$ cat src/rtl/cache_controller.sv
// ============================================================================
// Module : cache_controller
// Brief  : Blocking direct-mapped cache controller for a memory pipeline stage.
// Rev    : 1.0
// ============================================================================
`default_nettype none

module cache_controller #(
    parameter int TAG_W = 10,
    parameter int IDX_W = 6
) (
    input  logic               clk,
    input  logic               rst,
    input  logic               rd_en,
    input  logic               wr_en,
    input  logic [31:0]        addr,
    input  logic [31:0]        wdata,
    output logic [31:0]        rdata,
    output logic               ready,
    output logic               cache_r_en,
    output logic               cache_w_en,
    output logic [TAG_W-1:0]   cache_tag,
    output logic [IDX_W-1:0]   cache_index,
    output logic [63:0]        cache_wdata,
    input  logic [63:0]        cache_rdata,
    input  logic               cache_hit,
    output logic               sram_rd_en,
    output logic               sram_wr_en,
    output logic [31:0]        sram_addr,
    output logic [31:0]        sram_wdata,
    input  logic [63:0]        sram_rdata,
    input  logic               sram_ready
);

    typedef enum logic [1:0] {
        IDLE  = 2'd0,
        MISS  = 2'd1,
        WRITE = 2'd2
    } state_t;

    state_t      state_q;
    logic [31:0] addr_q;
    logic [31:0] wdata_q;

    // Writes win over reads when both are requested.
    logic w_wr_req;
    logic w_rd_req;
    assign w_wr_req = wr_en;
    assign w_rd_req = rd_en && !wr_en;

    always_ff @(posedge clk or negedge rst) begin
        if (!rst) begin
            state_q <= IDLE;
            addr_q  <= 32'd0;
            wdata_q <= 32'd0;
        end else begin
            case (state_q)
                IDLE: begin
                    if (w_wr_req) begin
                        state_q <= WRITE;
                        addr_q  <= addr;
                        wdata_q <= wdata;
                    end else if (w_rd_req && !cache_hit) begin
                        state_q <= MISS;
                        addr_q  <= addr;
                    end
                end
                MISS:    if (sram_ready) state_q <= IDLE;
                WRITE:   if (sram_ready) state_q <= IDLE;
                default: state_q <= IDLE;
            endcase
        end
    end

    logic [31:0] w_tag_src;
    assign w_tag_src = (state_q == IDLE) ? addr : addr_q;

    // Outputs are qualified by rst so they drop asynchronously while held in reset.
    always_comb begin
        ready       = 1'b1;
        rdata       = 32'd0;
        cache_r_en  = 1'b0;
        cache_w_en  = 1'b0;
        cache_wdata = 64'd0;
        sram_rd_en  = 1'b0;
        sram_wr_en  = 1'b0;
        sram_addr   = 32'd0;
        sram_wdata  = 32'd0;
        cache_tag   = w_tag_src[TAG_W+IDX_W+2:IDX_W+3];
        cache_index = w_tag_src[IDX_W+2:3];
        if (rst) begin
            case (state_q)
                IDLE: begin
                    if (w_wr_req) begin
                        cache_w_en = 1'b1;
                        ready      = 1'b0;
                    end else if (w_rd_req) begin
                        ready = cache_hit;
                        if (cache_hit)
                            rdata = addr[2] ? cache_rdata[63:32] : cache_rdata[31:0];
                    end
                end
                MISS: begin
                    sram_rd_en  = 1'b1;
                    sram_addr   = {addr_q[31:3], 3'b000};
                    cache_wdata = sram_rdata;
                    ready       = sram_ready;
                    cache_r_en  = sram_ready;
                    if (sram_ready)
                        rdata = addr_q[2] ? sram_rdata[63:32] : sram_rdata[31:0];
                end
                WRITE: begin
                    sram_wr_en = 1'b1;
                    sram_addr  = addr_q;
                    sram_wdata = wdata_q;
                    ready      = sram_ready;
                end
                default: ready = 1'b1;
            endcase
        end
    end

endmodule

`default_nettype wire

$ cat config.mk
export PLATFORM = sky130hd
export DESIGN_NAME = cache_controller
export DESIGN_NICKNAME = d
export VERILOG_FILES = /design/src/rtl/cache_controller.sv
export SDC_FILE = /design/constraint.sdc
export NUM_CORES = 1
export LEC_CHECK = 0
export BUFFER_PORTS_ARGS = -buffer_cell sky130_fd_sc_hd__buf_2
export CAP_MARGIN = 40
export CORE_AREA = 2 2 149 151
export CTS_BUF_LIST = sky130_fd_sc_hd__clkbuf_8 sky130_fd_sc_hd__clkbuf_16
export DETAILED_ROUTE_END_ITERATION = 8
export DIE_AREA = 0 0 151 153
export PLACE_DENSITY = 0.54
export SYNTH_ARGS = -nofsm -noshare
export SYNTH_HDL_FRONTEND = slang
export SYNTH_SLANG_ARGS = --single-unit
$ cat constraint.sdc
create_clock -name clk -period 4.2 [get_ports clk]
set_clock_uncertainty 0.2 [all_clocks]
set_input_delay 0.42 -clock clk [delete_from_list [all_inputs] [get_ports clk]]
set_output_delay 0.42 -clock clk [all_outputs]
set_load 0.05 [all_outputs]
==> qor.yml <==
cells_and_area:
  area_growth_pct: 52.3
  final_util_pct: 34.3
  drive_gt1_share_pct: 55.0
  num-nets-final: 1032
synth:
  syn_avg_cell_area_um2: 10.1
  syn_inst: 478
  yosysSeqAreaShare_pct: 34.2
  synth_area_leaders: "dfrtp_1 34%, mux2i_1 13%, and3_1 13%, mux2_2 11%, mux2_1 7.2%"
  ys_dominant_reg_cell: "dfrtp_1"
  yosys.area.top_type: "dfrtp_1"
  synth_edf_count: 0
  syn_nets: 680
  yosysWarnings: 0
  synth_common_cells: "99 x and3_1, 66 x dfrtp_1, 64 x mux2i_1, 49 x mux2_2, 34 x and2_1"
  synth_top_area_share_pct: 34.2
  synth_cell_types: 25
  synth-async-reset-ratio_pct: 100
  synth_area_mm2: 0.00483
  synth-seq-cells: 66
  yosysMostFrequentCell: "and3_1"
drt:
  ant_nets: 0
  route.detailed.drc: 0
  viasPerCell: 4.51
  vias: 5044
  routedWlPerCell_um: 17.4
  drt_iter0_drc: 167
  routed_wl_mm: 19.4
  firstDrtPassIters: 4
floorplan:
  num_rows: 54
  die_width_um: 151
  io_pins: 379
  die-area_mm2: 0.0231
  start_util_pct: 22.5
  core_area_mm2: 0.0215
  die_h_um: 153
clock_tree:
  cts_buffers: 9
  cts_tree: "built"
  path_clk_slew_ns: 0.06
  cts.sink_count: 66
  cts-resized-gates: 0
  root_buffer: "clkbuf_16"
  h-tree-depth: 3
  clkLatencyLatePin_ns: 0.32
  cts_max_path_buffers: 2
grt:
  grt_first_pass_wirelength_mm: 28.7
  grt_pass1_vias: 5065
  grt-ovfl-total: 0
  grt_max_degree: 118
  grt.total_usage_pct: 16.1
  antenna_found_initial: 6
power_and_ir_drop:
  power_density_mw_per_mm2: 654
  irDropWorstVdd_mv: 0.416
  p_total_mw: 4.81
  leakage_nw: 4.32
worst_setup_path:
  cp.arrival_ns: 2.56
  start_kind: "flop"
  path_class: "reg2out"
  cp-end-kind: "primary output"
  crit_fanout: 32
  cp.required_ns: 3.58
  r2r_cells: 6
sta:
  slew_violations: 0
  tightest_slew_ns: 0.730
  finalHoldViolations: 0
  clock.fmax_ghz: 0.314
  period_share_pct: 75.8
  fin_setup_tns_ns: 0
  setup_viol: 0
  period_minus_slack_ns: 3.18
  max-slew-margin-rel_pct: 51.3
  rsz0062_at_grt: "false"
worst_hold_path:
  hold_class: "in2reg"
  hold_path_depth: 2
placed_design:
  gp_congestion: 0.800
  port_buffers: 378
  dp_hpwl_mm: 15.5
flow_run:
  cap_violations: 0
outcome:
  status: "complete, no violations"
[sequential cells by signal, summed over array words and instances, names as in the netlist]
name and flops:
addr_q 32, wdata_q 32, state_q 2
[worst max-delay path: stages, from the launching register on]
cell,delay (ns)
dfrtp_1,0.40
inv_1,0.13
ha_1,0.63
nand4b_1,0.16
buf_4,0.27
o22a_1,0.25
nor2_1,0.10
buf_2,0.28
[logic make-up after synthesis]
| logic type | count (synthesis) | share of synthesized area [%] |
|---|---|---|
| flops | 66 | 34.2 |
| fa+ha+maj | 4 | 1.04 |
| simple gates | 172 | 20.6 |
| compound gates | 40 | 7.04 |
| mux | 144 | 31.9 |
| buf+inv | 52 | 5.31 |
[metal layers]
| metal | global-route usage, % | part of all wire, % | vias up |
|---|---|---|---|
| li1 | - | - | 2427 |
| met1 | 18.5 | 39 | 2355 |
| met2 | 28.0 | 49 | 231 |
| met3 | 5.04 | 9.8 | 27 |
| met4 | 5.30 | 2.1 | 4 |
| met5 | 0 | 0.14 | - |
[through the flow]
| stage | cell area, um2 | hold WS [ns] | instances | worst slack [ns] |
|---|---|---|---|---|
| after floorplan | 4830 | -0.0756 | 478 | 1.65 |
| after global placement | 6920 | 0.142 | 1094 | 1.33 |
| after detailed placement | 7010 | 0.146 | 1098 | 1.30 |
| after CTS | 7350 | 0.0785 | 1115 | 0.937 |
| after global routing | 7360 | 0.0833 | 1119 | 0.802 |
| final | 7360 | 0.0953 | 1119 | 1.02 |
[layout make-up]
cell class,count,area (um2)
clock buffers,9,225
diodes,4,10.0
flip-flops and latches,66,1650
inverters,3,11.3
well taps,280,350
clock inverters,7,103
multi-input cells,360,2950
fillers,2252,14100
repair buffers,390,2060
[worst paths after layout]
path,from,slack (ns),end
hold reg to reg,wdata_q[19],0.29,wdata_q[19]
setup / recovery,state_q[1],1.02,rdata[28]
max in group asynchronous,rst,2.56,wdata_q[8]
hold / removal,addr[20],0.1,addr_q[20]
setup reg to reg,state_q[1],1.72,addr_q[27]
min in group asynchronous,rst,0.39,wdata_q[1]
[cells in the final DEF, fill, tap and decap left out]
cell           count
ha_2               1
dfrtp_1           65
mux2i_1           64
nand4b_1           1
dlygate4sd3_1      1
clkinv_4           3
buf_16             1
o21ai_4            2
o2bb2ai_1          2
clkbuf_16          9
diode_2            4
clkinv_2           1
o22a_1            32
o2111ai_1          1
nand2_1            3
ha_1               3
buf_2            377
nand2b_1           2
nor2_1            32
dfrtp_2            1
buf_6              1
and2_1            34
inv_8              1
buf_12             4
nor2b_2            1
o211a_1            1
a21oi_1            2
and3_1            99
mux2_1            31
inv_1              3
mux2_2            49
bufinv_16          2
buf_4              6
[what timing repair did]
item	4_1_cts	5_1_grt
hold buffers	1	0
buffers inserted	0	0
hold endpoints to repair	6	0
setup endpoints to repair	0	0
[power breakdown]
part | leakage, nW | switching [mW] | internal, mW
registers | 0.774 | 0.198 | 0.964
clock network | 0.162 | 0.300 | 0.526
logic | 3.38 | 1.86 | 0.965
Power figures use the tool's default switching activity.
